--- src/rtl/seq_shift_unit.sv ---
// Iterative multi-mode shifter: one bit position per clock, start/busy/done handshake.
// Modes: LSL, LSR, ASR (sign-fill), ROR; the result is held in d_out until the next accepted start.
module seq_shift_unit #(
    parameter int WIDTH = 8,
    parameter int SHW   = 3
) (
    input  logic             clk,
    input  logic             reset_n,
    input  logic             start,
    input  logic [1:0]       op,
    input  logic [SHW-1:0]   shamt,
    input  logic [WIDTH-1:0] d_in,
    output logic [WIDTH-1:0] d_out,
    output logic             busy,
    output logic             done
);

    typedef enum logic [1:0] {
        IDLE  = 2'b00,
        SHIFT = 2'b01,
        DONE  = 2'b10
    } state_t;

    localparam logic [1:0] OP_LSL = 2'b00;
    localparam logic [1:0] OP_LSR = 2'b01;
    localparam logic [1:0] OP_ASR = 2'b10;
    localparam logic [1:0] OP_ROR = 2'b11;

    state_t           state_q, state_d;
    logic [WIDTH-1:0] data_q,  data_d;
    logic [1:0]       mode_q,  mode_d;
    logic [SHW-1:0]   count_q, count_d;
    logic             busy_q,  busy_d;
    logic             done_q,  done_d;

    function automatic logic [WIDTH-1:0] shift_one(input logic [1:0] mode,
                                                   input logic [WIDTH-1:0] val);
        logic [WIDTH-1:0] res;
        case (mode)
            OP_LSL:  res = {val[WIDTH-2:0], 1'b0};
            OP_LSR:  res = {1'b0, val[WIDTH-1:1]};
            OP_ASR:  res = {val[WIDTH-1], val[WIDTH-1:1]};
            OP_ROR:  res = {val[0], val[WIDTH-1:1]};
            default: res = val;
        endcase
        return res;
    endfunction

    always_comb begin
        state_d = state_q;
        data_d  = data_q;
        mode_d  = mode_q;
        count_d = count_q;
        case (state_q)
            IDLE, DONE: begin
                if (start) begin
                    data_d  = d_in;
                    mode_d  = op;
                    count_d = shamt;
                    state_d = (shamt != '0) ? SHIFT : DONE;
                end else begin
                    state_d = IDLE;
                end
            end
            SHIFT: begin
                // Inputs are deliberately not looked at here: start while busy is a no-op.
                data_d  = shift_one(mode_q, data_q);
                count_d = count_q - 1'b1;
                if (count_q == {{(SHW-1){1'b0}}, 1'b1}) begin
                    state_d = DONE;
                end
            end
            default: state_d = IDLE;
        endcase
        busy_d = (state_d == SHIFT);
        done_d = (state_d == DONE);
    end

    always_ff @(posedge clk or negedge reset_n) begin
        if (!reset_n) begin
            state_q <= IDLE;
            data_q  <= '0;
            mode_q  <= OP_LSL;
            count_q <= '0;
            busy_q  <= 1'b0;
            done_q  <= 1'b0;
        end else begin
            state_q <= state_d;
            data_q  <= data_d;
            mode_q  <= mode_d;
            count_q <= count_d;
            busy_q  <= busy_d;
            done_q  <= done_d;
        end
    end

    assign d_out = data_q;
    assign busy  = busy_q;
    assign done  = done_q;

endmodule

--- config.mk ---
export PLATFORM = sky130hd
export DESIGN_NAME = seq_shift_unit
export DESIGN_NICKNAME = d
export VERILOG_FILES = /design/src/rtl/seq_shift_unit.sv
export SDC_FILE = /design/constraint.sdc
export NUM_CORES = 1
export LEC_CHECK = 0
export CAP_MARGIN = 20
export CORE_ASPECT_RATIO = 0.7
export CORE_UTILIZATION = 33
export DETAILED_ROUTE_END_ITERATION = 12
export PLACE_DENSITY = 0.6
export SLEW_MARGIN = 20
export SYNTH_ARGS = -nofsm -noshare
export SYNTH_HDL_FRONTEND = slang
export SYNTH_SLANG_ARGS = --single-unit
--- constraint.sdc ---
create_clock -name clk -period 1.7 [get_ports clk]
set_clock_uncertainty 0.1 [all_clocks]
set_input_delay 0.34 -clock clk [delete_from_list [all_inputs] [get_ports clk]]
set_output_delay 0.34 -clock clk [all_outputs]
set_load 0.02 [all_outputs]
# == Word-level counts from Yosys, hierarchy flattened ==
# Cells that the tools add are included.
# classes
n_addsub,1
n_eq_ne,10
mux,9
n_reduce_logical,8
# ops
cell,n
one-hot mux 8 bit (4 select lines),1
one-hot mux 8 bit (2 select lines),1
equality test 2 bit (second input constant),4
two-way mux 8 bit,1
equality test 2 x 1 -> 1 bit (second input constant),3
two-way mux 2 bit,3
one-hot mux 3 bit (2 select lines),1
logical NOT 2 bit,2
inequality test 2 bit (second input constant),2
one-hot mux 2 bit (2 select lines),1
AND reduction 2 bit,2
equality test 3 x 1 -> 1 bit (second input constant),1
two-way mux 3 bit,1
AND reduction 3 bit,1
nonzero test 3 bit,1
subtractor 3 x 1 -> 3 bit (second input constant),1
nonzero test 2 bit,1
OR reduction 2 bit,1
# totals
reg_bits,17
in_bits,16
out_inout_bits,10
word_cells,35

# == Depth between registers and ports, before layout ==
# logic_depth
word_depth,5
mapped_depth,5
depth_no_buf,5

# == Worst setup path after synthesis ==
# No wires, ideal clock.
# synth_timing
path_kind,register -> register
startpoint,register state_q[1]
endpoint,register data_q[0] (netlist: d_out[0])
setup_ns,0.082
arrival_ns,1.037
required_ns,1.518
path_slack_ns,0.481
path_stages_with_launch,4
path_buffers,1
period_less_slack_ns,1.219
cell_sequence,dfrtp_1 buf_8 or3b_1 a31oi_1
# synth_via
elab_chain_len,4
word_cells_on_any_way,8
classes_between,eq/ne: 3; mux: 1; reduce/logical: 4
# synth_rtl
item,line_no,rtl
from (decl),29,"state_t state_q, state_d;"
from (signal assigned),88,state_q <= state_d;
equality test 2 bit or logical NOT 2 bit (tied branches),54,case (state_q)
OR reduction 2 bit,54,
inequality test 2 bit (no source line) or nonzero test 2 bit (tied branches),n/a,
AND reduction 2 bit (no source line),n/a,
to (signal assigned),89,data_q <= data_d;
to (decl),30,"logic [WIDTH-1:0] data_q, data_d;"
# Parallel ways exist; a longest one is shown, timed or not.
# A chain may end at the register's enable or synchronous reset.

# == Final worst setup path ==
# layout_timing
startpoint,register busy_q (netlist: busy)
endpoint,output port busy
# layout_lines
item,line_no,rtl
from (decl),33,"logic busy_q, busy_d;"
from (signal assigned),92,busy_q <= busy_d;
to (decl),14,"output logic busy,"
# No word-level cell between the ends.

==> impl_metrics.ini <==
[logic_synthesis]
async_flop_share = 1.00
synth-seq-cells = 17
synthTopCellsByArea = dfrtp_1 44%, mux2i_1 11%, a211oi_1 4.6%
netlist_area_um2 = 977
avgSynthCellArea_um2 = 10.2
synth_edf_count = 0
yosysSeqAreaShare = 0.435
ys_warn_count = 0
yosysUniqueCellTypes = 28
syn_nets = 114
synth_top_area_cell = dfrtp_1
synth_top_area_frac = 0.435
synthCells = 96
ys.flop_type = dfrtp_1

[cts]
cts_buffers = 3
cts_sinks = 17
htreeDepth = 1
root_buffer = clkbuf_8
cts_hold_buf = 0
tritoncts = done
cts_buffer_depth = 2
post-cts-setup-buffer-count = 0
cts.repair.resized = 7
clk_pin_slew_ps = 70
insertion_delay_ps = 250

[place]
place_congestion = 0.762
dp_slack_ps = -14.9
dp_hpwl_mm = 1.67
port_buffers = 25

[layout]
fillers = 273
diodes = 0
finalNetCount = 146
drive_gt1_frac = 0.118
final_cell_mix = 17 x dfrtp_1, 17 x clkdlybuf4s50_1, 11 x mux2i_1
syn2layout_area_growth_pct = 36.1
final_util = 0.475

[die]
ios = 26
rows = 16
start_util = 0.349
die_y_um = 47.5
core-area_mm2 = 0.00280
die_area_mm2 = 0.00319
die_x_um = 67.0

[routing]
viasPerCell = 5.21
vias = 849
wirelength_mm = 2.27
drtIter0Drc = 56
remaining_drc_errors = 0
wl_per_cell_um = 13.9
route.antenna.remaining_nets = 0
dr.pass1.iters = 4

[setup_path]
cp_slowest_stage_delay_ps = 590
reg2reg_slack_ps = 380
worstRegToRegCells = 3
path_class = register to output port
crit_chain = clkdlybuf4s50_1
rr_startpoint = mode_q[0]$_DFFE_PN0P_
crit_path_max_fanout = 1
r2r-end = d_out[4]$_DFFE_PN0P_
crit_arrival_ps = 1170
end_kind = output port
cp_slowest_cell = clkdlybuf4s50_1
required_ps = 1260
cp_num_buf_inv = 1
start_kind = register
crit_family = buffers and inverters

[timing]
worst_hold_slack_ps = 305
fin_crit_sh = 0.946
period_needed_ps = 1610
finalSetupViolations = 0
slew_viol_final = 0
timing.final.ws_setup_ps = 92.0
slew_headroom = 0.796
tns_ps = 0
tightest_slew_ps = 306
rsz0062_at_grt = no
hold_viol = 0
max_freq_mhz = 622

[global_routing]
grt_max_degree = 18
grt_usage = 0.164
antenna_found_initial = 0
first_global_vias = 799
grt_pass1_wl_mm = 3.82
grt.overflow.total = 0

[pwr]
power.density_mw_per_mm2 = 1830
p_leak_nw = 0.606
vdd_drop_max_mv = 0.985

[min_path]
hp-class = primary input to asynchronous set/reset pin

[outcome]
status = completed

[run]
cap_violations = 0
## synth_stat cells (2+ instances only)
cell type,n
dfrtp_1,17
a22o_1,2
ha_1,2
buf_4,2
a21oi_1,5
nand2b_1,3
mux2i_1,11
buf_2,4
a211oi_1,6
nand3_1,5
nor2b_1,7
nor2_1,3
nand2_1,7
o22ai_1,2
o221ai_1,5
inv_1,3
## how the worst max path moves through the flow
| stage | start | end | cells after the start |
|---|---|---|---|
| 2_1_floorplan | state_q[1]$_DFF_PN0_ | d_out[0]$_DFFE_PN0P_ | 3 |
| 3_3_place_gp | start | d_out[7]$_DFFE_PN0P_ | 5 |
| 3_5_place_dp | start | count_q[1]$_DFFE_PN0P_ | 5 |
| 4_1_cts | d_out[7]$_DFFE_PN0P_ | d_out[7] | 1 |
| 5_1_grt | done$_DFF_PN0_ | done | 1 |
| 6_report | busy$_DFF_PN0_ | busy | 1 |
## through the flow
step                std cells  total power, W  cell area [um2]
floorplan                  96         0.00170              977
global placement          159         0.00216             1290
detailed placement        159         0.00221             1290
CTS                       163         0.00246             1330
global route              163         0.00265             1330
finish                    163         0.00244             1330
## power by group
group	switching, W	internal, W	leakage [nW]
registers	0.000221	0.000606	0.206
logic	0.000660	0.000640	0.374
clock network	0.000148	0.000163	0.0255
## sequential cells by signal, summed over array words and instances (netlist names)
signal / flops
mode_q: 2
state_q: 2
d_out: 8
count_q: 3
busy: 1
done: 1
## cell type report
class	count	area (um2)	share of cell area
Timing Repair Buffer	34	312	0.234
Clock inverter	1	5.00	0.00376
Sequential cell	17	425	0.320
Inverter	3	11.3	0.00847
Clock buffer	3	41.3	0.0310
Multi-Input combinational cell	69	490	0.369
Tap cell	36	45.0	0.0339
## metal layers
metal | wire (um) | global-route usage
met4 | 8 | 0.0255
met1 | 1120 | 0.220
met3 | 133 | 0.0548
met2 | 1010 | 0.266
met5 | 0 | 0
## cells by family (layout without fill, tap and decap cells)
kind of cell / after synthesis / after routing / synth area share
AND/OR/NAND/NOR: 31 / 31 / 0.175
AO/OA/AOI/OAI: 23 / 23 / 0.170
flip-flops: 17 / 17 / 0.435
multiplexers: 11 / 11 / 0.113
buffers and inverters: 10 / 41 / 0.0627
adder cells (fa/ha/maj): 2 / 2 / 0.0256
XOR/XNOR: 2 / 2 / 0.0179
## worst reg2reg max path, stage by stage (launching register included)
cell and delay [ps]:
dfrtp_1 440, nor2_4 280, mux2i_1 240, o221ai_1 130
(Power assumes the default switching activity.)
